**src/rtl/fpadd_acc_ctrl.sv**
```systemverilog
// fpadd_acc_ctrl: accumulates a packet of 12-bit FP operands through an external
// combinational adder. It orders each pair by exponent, bypasses zero operands,
// saturates on exponent wrap, and presents the packet sum with a valid/ready handshake.
module fpadd_acc_ctrl (
    input  logic        clk,
    input  logic        rst,
    input  logic        in_valid,
    output logic        in_ready,
    input  logic [11:0] in_data,
    input  logic        in_last,
    output logic        out_valid,
    input  logic        out_ready,
    output logic [11:0] out_data,
    output logic        out_ovf,
    output logic [7:0]  out_count,
    output logic [11:0] add_a,
    output logic [11:0] add_b,
    input  logic [11:0] add_z
);

    typedef enum logic [1:0] {IDLE, ACC, HOLD} state_t;

    state_t      state;
    logic [11:0] acc;
    logic        acc_valid;
    logic        ovf;
    logic [7:0]  cnt;

    logic [11:0] opnd;      // operand magnitude, sign stripped
    logic [11:0] sum;       // adder result, sign stripped
    logic        in_zero;
    logic        swap;
    logic        accept;
    logic        ovf_now;
    logic [11:0] acc_nxt;
    logic        ovf_set;

    assign opnd    = in_data & 12'h7FF;
    assign sum     = add_z & 12'h7FF;
    assign in_zero = (opnd[10:0] == 11'd0);
    assign accept  = in_valid && in_ready;

    // Exponent ordering: acc stays on add_a unless the operand's exponent is strictly larger
    always_comb begin
        swap  = (opnd[10:7] > acc[10:7]);
        add_a = swap ? opnd : acc;
        add_b = swap ? acc  : opnd;
    end

    // An add that starts at exponent 15 and no longer ends there has wrapped
    assign ovf_now = (add_a[10:7] == 4'hF) && (sum[10:7] != 4'hF);

    // Next accumulator value for an accepted operand: zero bypass, first load, add, or saturate
    always_comb begin
        acc_nxt = acc;
        ovf_set = 1'b0;
        if (!in_zero) begin
            if (!acc_valid) begin
                acc_nxt = opnd;
            end else if (ovf_now) begin
                acc_nxt = 12'h7FF;
                ovf_set = 1'b1;
            end else begin
                acc_nxt = sum;
            end
        end
    end

    // Packet FSM with registered handshake outputs; accumulator state clears on the out handshake
    always_ff @(posedge clk or posedge rst) begin
        if (rst) begin
            state     <= IDLE;
            in_ready  <= 1'b1;
            out_valid <= 1'b0;
            acc       <= 12'h000;
            acc_valid <= 1'b0;
            ovf       <= 1'b0;
            cnt       <= 8'd0;
        end else begin
            case (state)
                IDLE, ACC: begin
                    if (accept) begin
                        acc       <= acc_nxt;
                        acc_valid <= acc_valid | ~in_zero;
                        ovf       <= ovf | ovf_set;
                        if (cnt != 8'hFF)
                            cnt <= cnt + 8'd1;
                        if (in_last) begin
                            state     <= HOLD;
                            in_ready  <= 1'b0;
                            out_valid <= 1'b1;
                        end else begin
                            state <= ACC;
                        end
                    end
                end
                HOLD: begin
                    if (out_ready) begin
                        state     <= IDLE;
                        in_ready  <= 1'b1;
                        out_valid <= 1'b0;
                        acc       <= 12'h000;
                        acc_valid <= 1'b0;
                        ovf       <= 1'b0;
                        cnt       <= 8'd0;
                    end
                end
                default: begin
                    state     <= IDLE;
                    in_ready  <= 1'b1;
                    out_valid <= 1'b0;
                end
            endcase
        end
    end

    assign out_data  = acc_valid ? acc : 12'h000;
    assign out_ovf   = ovf;
    assign out_count = cnt;

endmodule

```
**config.mk**
```make
export PLATFORM = sky130hd
export DESIGN_NAME = fpadd_acc_ctrl
export DESIGN_NICKNAME = d
export VERILOG_FILES = /design/src/rtl/fpadd_acc_ctrl.sv
export SDC_FILE = /design/constraint.sdc
export NUM_CORES = 1
export LEC_CHECK = 0
export ABC_AREA = 1
export BUFFER_PORTS_ARGS = -buffer_cell sky130_fd_sc_hd__buf_2
export CORE_AREA = 10 10 77 79
export CTS_BUF_LIST = sky130_fd_sc_hd__clkbuf_16
export DETAILED_ROUTE_END_ITERATION = 16
export DIE_AREA = 0 0 87 89
export PLACE_DENSITY = 0.75
export SETUP_SLACK_MARGIN = 0.3
export SYNTH_ARGS = -nofsm -noshare
export SYNTH_HDL_FRONTEND = slang
export SYNTH_SLANG_ARGS = --single-unit
```
**constraint.sdc**
```tcl
create_clock -name clk -period 1.6 [get_ports clk]
set_input_delay 0.16 -clock clk [delete_from_list [all_inputs] [get_ports clk]]
set_output_delay 0.16 -clock clk [all_outputs]
set_load 0.02 [all_outputs]
```
==> results.ini, run 1 <==
[status]
outcome=finished, violations left
failed_checks=setup timing

[drt]
first_iter_violations=203
wl_per_cell_um=18.3
postRouteAntennaNets=0
drt_first_pass_iters=4
via_per_inst=5.30
vias=2609
routed_wl_mm=9.02
drcViolationCount=0

[floorplan]
fp.dieW_um=87
die_h_um=89
ios=76
core_um2=4540
start_util=0.417
die_area_um2=7740
rows=25

[cells_and_area]
diodes=0
final_common_cell=nand2_1
final_cell_mix=nand2_1, buf_4, buf_6, buf_2, inv_1
syn2layout_area_growth_pct=102
final_layout_size_suffix_gt1_frac=0.594
fin_util=0.844
nets=473

[critical_path]
timing.rr.end=acc[1]
cp-end-kind=primary output
required_ns=1.44
critPathMaxFanout=7
r2r_setup_slack_ns=-0.47
startpoint=acc[9]
arrival_ns=1.97
cp-start-kind=flop
rr_startpoint=acc[9]
critPathKind=reg2out
r2r_cells=16
endpoint=add_b[4]

[placement]
hpwlAfterDp_mm=4.66
io_buffers=70
gp_congestion=0.841

[global_routing]
grt_pass1_wl_mm=11.9
gr-usage-met2=0.358
grt_use_met1=0.194
grt_pass1_vias=2563
overflow=0
grt_max_degree=29
top_usage_layer=met2
antenna_found_initial=0
grt_use_total=0.188
gr-usage-met3=0.0492

[clock_tree]
clk_path_buf_depth=2
cts_num_sinks=25
ctsHtreeMaxLevel=1
cts_buffers=3
cts_root_buffer=clkbuf_16
tritoncts=built
clk_pin_slew_ns=0.07
clock_latency_ns=0.27

[sta]
hold_viol=0
fin_skew_ns=0.00593
fin_hold_ws_ns=0.194
min_period_over_period=1.33
fin_ws_ns=-0.527
setup_violations=34
drv_slew=0
min_period_ns=2.13
rsz0062_at_grt=true
fmax_mhz=470

[pwr]
peakVddDrop_v=0.00117
p_int_mw=4.94
power.share.sequential=0.125
switchingPower_mw=4.87
p_leak_nw=2.03
power.density_nw_per_um2=2560
power.share.switching=0.496
clockPowerShare=0.060
combPwrFrac=0.816

[synth]
synth.avg_cell_area_um2=6.34
yosysWarnings=0
ys_seq_area_frac=0.332
netlist-cell-type-count=30
syn_inst=298
synth.ff_latch_count=25
synth_area_um2=1890

[job]
max_cap_viol_count=0

[min_path]
hp-class=in2reg

==> routing by layer <==
metal	wire [µm]	vias up
li1	-	1191
met1	3120	1225
met2	4690	145
met3	721	48
met4	489	0
met5	0	-
==> logic make-up (layout without fill, tap and decap cells) <==
group | Yosys count | in the layout | share of synthesized area
other | 1 | 3 | 0.00198
and+or+nand+nor | 161 | 163 | 0.361
xor gates and xnor gates | 3 | 3 | 0.0139
DFF | 25 | 25 | 0.332
AOI/OAI and AO/OA | 41 | 41 | 0.114
adders and majority gates | 5 | 5 | 0.0331
buffers and inverters | 62 | 198 | 0.144
==> registers in the layout (all words and copies together) (netlist names) <==
register / count
in_ready: 1
acc: 11
state: 2
out_count: 8
out_valid: 1
out_ovf: 1
acc_valid: 1
==> worst min path at each step <==
stage	startpoint	endpoint	slack (ns)	cells past startpoint
after detailed placement	rst	out_count[4]	0.13	2
final	add_z[4]	acc[4]	0.19	5
after global placement	rst	out_count[4]	0.13	2
after CTS	add_z[3]	acc[3]	0.19	5
after global routing	add_z[4]	acc[4]	0.21	5
after floorplan	rst	acc[0]	0.19	1
==> critical path, cell delays in order (launching register included) <==
cell,delay [ns]
dfrtp_1,0.39
inv_2,0.07
ha_4,0.27
nand2_4,0.05
inv_4,0.09
nand2_4,0.05
nand2_4,0.10
nand2_8,0.10
clkbuf_16,0.18
nor2_1,0.21
a21oi_4,0.06
buf_6,0.14
==> layout make-up <==
cell class | instances | area [µm²]
Clock buffer | 3 | 75.1
Clock inverter | 1 | 5.00
Tap cell | 54 | 67.6
Fill cell | 233 | 709
Multi-Input combinational cell | 215 | 1650
Inverter | 48 | 190
Timing Repair Buffer | 146 | 1210
Sequential cell | 25 | 631
==> synthesized netlist by cell type (all sizes together) <==
library cell  count  area [µm²]
nand2           108         438
inv              48         180
nor3              3        15.0
or2               2        12.5
nand4             4        25.0
o21a              1        7.51
buf              10        77.6
o31ai             2        15.0
nor2             34         140
xor2              2        17.5
nand3             9        45.0
clkbuf            4        15.0
dfstp             1        26.3
and2              1        6.26
xnor2             1        8.76
o21ai            16        83.8
dfrtp            24         601
ha                5        62.6
a21oi            22         110
conb              1        3.75
==> power by group through the flow <==
stage / sequential, mW / clock [mW] / combinational [mW]
2_1_floorplan: 1.29 / 0 / 3.37
3_3_place_gp: 1.18 / 0 / 5.08
3_5_place_dp: 1.18 / 0 / 5.21
4_1_cts: 1.17 / 0.581 / 6.56
5_1_grt: 1.25 / 0.620 / 8.46
6_report: 1.22 / 0.585 / 8.00
==> what timing repair did <==
item | 4_1_cts | 5_1_grt
hold buffers | 1 | 0
cloned | 1 | 4
hold endpoints to repair | 7 | 0
resized for setup | 86 | 84
pin swaps | 7 | 24
buffers inserted | 25 | 3
endpoints found under the setup margin | 45 | 58
==> metrics by stage <==
step	cells	area (µm²)	setup WS (ns)	power [mW]	TNS [ns]
after floorplan	300	2170	-0.131	4.66	-3.24
after global placement	454	2820	-0.223	6.27	-5.40
after detailed placement	454	2820	-0.284	6.39	-7.21
after CTS	485	3410	-0.432	8.31	-11.83
after global routing	492	3830	-0.594	10.3	-17.84
final	492	3830	-0.527	9.81	-16.08
Note: power is estimated with default switching activity, not from simulation.
==> inputs of run 2 (changes only) <==
- SKIP_CTS_REPAIR_TIMING: not set -> 1
==> run 2 against run 1 <==
Compared with the run above: the run still ends with setup timing left; first-iteration DRC count is 31% lower; core utilization is 9.2 points lower; clock power is 0.9% lower; setup slack better by 0.067 ns; flip-flop and latch count stayed put; non-clock buffer count is 13 lower; register-to-register slack better by 0.17 ns; sequential power hardly changed; wire length is 22% lower; final area is 11% lower; global-route usage is 3.8 points lower; via count is 9.8% lower.
==> results.ini, run 2 (synthesis gave the netlist of run 1 again) <==
[pwr]
combPwrFrac=0.787  ; -0.029
total_power_mw=8.34  ; -15%
power.density_nw_per_um2=2450  ; -4.5%
p_int_mw=4.25  ; -14%
power.share.switching=0.490  ; -0.00634
p_leak_nw=1.86  ; -8.5%
power.share.sequential=0.143  ; +0.018
clockPowerShare=0.069  ; +0.009
peakVddDrop_v=0.00148  ; +27%
switchingPower_mw=4.09  ; -16%

[sta]
drv_slew=0  ; unchanged
setup_violations=34  ; unchanged
hold_viol=0  ; unchanged
rsz0062_at_grt=true
fin_ws_ns=-0.460  ; +0.0666 ns
finalSetupTns_ns=-12.65  ; +3.43 ns
fmax_mhz=485  ; +3.2%
min_period_over_period=1.29  ; -0.0416
min_period_ns=2.06  ; -0.0666 ns
fin_skew_ns=0.00157  ; -0.00436 ns

[cells_and_area]
syn2layout_area_growth_pct=80.3
fillers=335  ; +44%
final_cell_mix=nand2_1, buf_2, buf_4, inv_1, buf_6
final_common_cell=nand2_1
top_register=acc
largest_register_ffs=11  ; unchanged
nets=459  ; -3.0%
final_layout_size_suffix_gt1_frac=0.517  ; -0.0771
fin_area_um2=3410  ; -11%
diodes=0  ; unchanged

[global_routing]
gr-usage-met2=0.270  ; -0.0886
grt_use_met1=0.169  ; -0.0250
overflow=0  ; unchanged
gr-usage-met3=0.0474  ; -0.00182
grt_pass1_wl_mm=9.73  ; -18%
grt_pass1_vias=2239  ; -13%
top_usage_layer=met2
antenna_found_initial=0  ; unchanged
grt_max_degree=29  ; unchanged
grt_use_total=0.149  ; -0.0383

[critical_path]
crit_chain=inv_2 -> ha_4 -> nand2_2 -> inv_2 -> nand2_2 -> nand2_4 -> nand2_8 -> clkbuf_16 -> buf_4 -> a21oi_4 -> buf_4
rr_startpoint=acc[10]
critPathKind=reg2out
required_ns=1.44  ; about the same
r2r_cells=12  ; -4
arrival_ns=1.90  ; -0.07 ns
critPathMaxFanout=8  ; +1
cp-end-kind=primary output
cp_slowest_cell=dfrtp_1
max_stage_delay_ns=0.38  ; about the same
cp-start-kind=flop
r2r_setup_slack_ns=-0.30  ; +0.17 ns
timing.rr.end=out_ovf

[drt]
via_per_inst=4.92  ; -7.2%
drcViolationCount=0  ; unchanged
drt_first_pass_iters=4  ; unchanged
first_iter_violations=141  ; -31%
wl_per_cell_um=14.7  ; -20%
postRouteAntennaNets=0  ; unchanged
vias=2353  ; -9.8%
routed_wl_mm=7.01  ; -22%

[status]
outcome=finished, violations left
failed_checks=setup timing

[min_path]
hold_start=add_z[3]
hp-class=in2reg
hold-path-endpoint=acc[3]
hold_depth=5  ; unchanged

[clock_tree]
cts_buffers=3  ; unchanged
cts_root_buffer=clkbuf_16
clk_path_buf_depth=2  ; unchanged
cts_num_sinks=25  ; unchanged
clk_pin_slew_ns=0.07  ; about the same
tritoncts=built
ctsHtreeMaxLevel=1  ; unchanged
clock_latency_ns=0.26  ; about the same

[floorplan]
die_h_um=89  ; unchanged
start_util=0.417  ; unchanged
core_um2=4540  ; unchanged
die_area_um2=7740  ; unchanged
fp.dieW_um=87  ; unchanged
rows=25  ; unchanged
ios=76  ; unchanged

[placement]
io_buffers=70  ; unchanged
gp_congestion=0.841  ; unchanged
hpwlAfterDp_mm=4.66  ; unchanged
placed_area_um2=2820  ; unchanged

[job]
max_cap_viol_count=0  ; unchanged

[run 2: changes by cell type in the layout (fill, tap and decap cells not counted), sizes merged]
cell and change:
nand2 -1, buf -13, inv +1, clkinv -1
[run 2: stage by stage]
stage                     hold WS, ns  setup WS, ns  cells   util
after global placement          0.132        -0.223    454  0.623
after global routing            0.209        -0.564    478  0.752
after CTS                      -0.143        -0.526    458  0.640
final                           0.186        -0.460    478  0.752
after floorplan                 0.186        -0.131    300      -
after detailed placement        0.130        -0.284    454  0.623
[run 2: worst max-delay path by stage]
| stage | startpoint | endpoint | slack, ns | cells past startpoint |
|---|---|---|---|---|
| final | acc[10] | add_b[0] | -0.46 | 11 |
| after detailed placement | acc[10] | acc[10] | -0.28 | 14 |
| after floorplan | acc[8] | acc[0] | -0.13 | 16 |
| after global placement | acc[9] | acc[10] | -0.22 | 14 |
| after global routing | acc[10] | add_b[3] | -0.56 | 11 |
| after CTS | acc[10] | add_b[1] | -0.53 | 11 |
[run 2: power by group through the flow]
stage	Combinational, mW	Clock [mW]	Sequential [mW]
2_1_floorplan	3.37	0	1.29
3_3_place_gp	5.08	0	1.18
3_5_place_dp	5.21	0	1.18
4_1_cts	5.22	0.581	1.18
5_1_grt	7.12	0.604	1.24
6_report	6.57	0.580	1.20
[run 2: final cells by class]
cell class	count	area [µm²]	area share
multi-input combinational	214	1420	0.415
timing repair buffer	133	1030	0.301
clock buffer	3	75.1	0.0220
tap	54	67.6	0.0198
clock inverter	1	5.00	0.00147
inverter	48	188	0.0550
sequential	25	631	0.185
[run 2: worst max-delay path: cells and delay by family (launching register included)]
kind	cells	cell delay, ns
fa+ha+maj	1	0.27
simple gates	4	0.30
compound gates	1	0.10
buf+inv	5	0.61
flops	1	0.38
[run 2: layer usage]
layer | part of all wire | vias up
li1 | - | 1164
met1 | 0.37 | 1086
met2 | 0.53 | 95
met3 | 0.092 | 8
met4 | 0.0068 | 0
met5 | 0 | -
==> inputs of run 3 (changes only) <==
- BUFFER_PORTS_ARGS: -buffer_cell sky130_fd_sc_hd__buf_2 -> not set
- CORE_AREA: 10 10 77 79 -> 10 10 70 72
- DIE_AREA: 0 0 87 89 -> 0 0 80 82
- DONT_BUFFER_PORTS: not set -> 1
- PLACE_DENSITY: 0.75 -> 0.69
- clock period: 1.6 -> 1.9 ns (I/O delays scaled with it)
==> run 3 against run 2 <==
Compared with the run above: the run still ends with setup timing left; flip-flop and latch count stayed put; non-clock buffer count fell by 101; sequential power is 11% lower; final area decreased by 20%; critical path depth fell by 2; total power fell by 30%; sequential share of layout area grew 4.7 points; highest routed layer unchanged.
==> results.ini, run 3 (synthesis gave the netlist of run 1 again) <==
[drt]
drcViolationCount=0  ; unchanged
drt_first_pass_iters=4  ; unchanged
wl_per_cell_um=15.7  ; +7.3%
routed_wl_mm=5.86  ; -16%
first_iter_violations=80  ; -43%
postRouteAntennaNets=0  ; unchanged
highest_layer=met4
vias=1943  ; -17%
via_per_inst=5.22  ; +6.1%
wl_met3_um=455  ; -29%
wl_met2_mm=3.06  ; -18%
wl_met1_mm=2.25  ; -13%

[floorplan]
core_um2=3580  ; -21%
die_h_um=82  ; -7.9%
fp.dieW_um=80  ; -8.0%
start_util=0.528  ; +0.111
die_area_um2=6560  ; -15%
ios=76  ; unchanged
rows=22  ; -12%

[sta]
hold_viol=0  ; unchanged
rsz0062_at_grt=true
finalSetupTns_ns=-0.945  ; +11.71 ns
min_period_over_period=1.05
min_period_ns=1.99
drv_slew=0  ; unchanged
fmax_mhz=504
fin_skew_ns=0.00116  ; -0.000415 ns
setup_violations=23  ; -32%
fin_ws_ns=-0.0856  ; +0.375 ns

[placement]
dp_cells=351  ; -23%
gp_congestion=0.864  ; +2.7%
io_buffers=0  ; -100%
hpwlAfterDp_mm=4.10  ; -12%

[cells_and_area]
top_register=acc
final_common_cell=nand2_1
diodes=0  ; unchanged
nets=359  ; -22%
final_layout_size_suffix_gt1_frac=0.358  ; -0.158
final_cells=372  ; -22%
largest_register_ffs=11  ; unchanged
syn2layout_area_growth_pct=43.8
final_cell_mix=nand2_1, inv_1, buf_4, nor2_1, dfrtp_1
fillers=275  ; -18%

[pwr]
clockPowerShare=0.078  ; +0.009
combPwrFrac=0.738  ; -0.049
power.share.sequential=0.184  ; +0.041
p_int_mw=2.62  ; -39%
peakVddDrop_v=0.000894  ; -40%
power.density_nw_per_um2=2140  ; -12%
switchingPower_mw=3.22  ; -21%
p_leak_nw=1.39  ; -25%
power.share.switching=0.551  ; +0.0613

[critical_path]
cp_slowest_cell=dfrtp_1
required_ns=1.71  ; +0.27 ns
critPathKind=reg2out
cp-start-kind=flop
arrival_ns=1.80  ; -0.10 ns
max_stage_delay_ns=0.36  ; -0.02 ns
r2r_setup_slack_ns=-0.01  ; +0.29 ns
critPathMaxFanout=8  ; unchanged
cp-end-kind=primary output
crit_chain=inv_2 -> ha_4 -> nand2_1 -> nand2_1 -> nand2_2 -> nand2_4 -> nand2_8 -> clkbuf_16 -> a21oi_4
cp_common_cell=nand2_1
r2r_cells=14  ; +2

[clock_tree]
ctsHtreeMaxLevel=1  ; unchanged
tritoncts=built
clk_path_buf_depth=2  ; unchanged
cts_num_sinks=25  ; unchanged
cts_buffers=3  ; unchanged
clk_pin_slew_ns=0.06  ; about the same
cts_root_buffer=clkbuf_16
clock_latency_ns=0.26  ; about the same

[min_path]
hp-class=in2reg
hold_depth=3  ; -2

[status]
outcome=finished, violations left
failed_checks=setup timing

[global_routing]
grt_pass1_vias=1749  ; -22%
grt_pass1_wl_mm=8.09  ; -17%
grt_use_total=0.154  ; +0.00411
antenna_found_initial=0  ; unchanged
grt_max_degree=31  ; +6.9%
overflow=0  ; unchanged

[job]
max_cap_viol_count=0  ; unchanged

[run 3: cell type report]
cell class	instances	area, µm²	area share
clock buffer	3	75.1	0.0276
clock inverter	1	3.75	0.00138
inverter	48	188	0.0690
multi-input combinational	215	1460	0.536
sequential	25	631	0.232
tap	48	60.1	0.0221
timing repair buffer	32	305	0.112
[run 3: metrics by stage]
step	hold slack (ns)	power [mW]	util	cell area [µm²]	setup slack, ns
detailed placement	0.155	4.54	0.638	2280	-0.0597
global route	0.112	6.27	0.760	2720	-0.167
global placement	0.158	4.47	0.638	2280	-0.0104
floorplan	0.216	4.01	-	2210	0.148
finish	0.106	5.83	0.760	2720	-0.0856
CTS	-0.124	5.01	0.660	2360	-0.322
[run 3: power groups by stage]
stage	logic [mW]	registers, mW	clock network, mW
global route	4.67	1.10	0.491
detailed placement	3.49	1.05	0
finish	4.30	1.07	0.458
floorplan	2.93	1.08	0
global placement	3.42	1.05	0
CTS	3.49	1.05	0.473
[run 3: worst paths after layout]
path,start,to
min in group asynchronous,rst,out_count[0]
max,acc[8],add_b[0]
max reg2reg,acc[8],acc[6]
min reg2reg,acc[9],acc[9]
max in group asynchronous,rst,in_ready
min,out_ready,out_count[2]
[run 3: routing by layer]
layer / GRT usage / vias to the layer above
met1: 0.181 / 914
met5: 0 / -
met3: 0.0426 / 9
li1: - / 960
met4: 0.0528 / 0
met2: 0.263 / 60
[run 3: critical path, delay by kind of cell (launching register included)]
family	cells	cell delay, ns
simple gates	5	0.41
fa+ha+maj	1	0.28
flops	1	0.36
buf+inv	2	0.25
compound gates	1	0.23
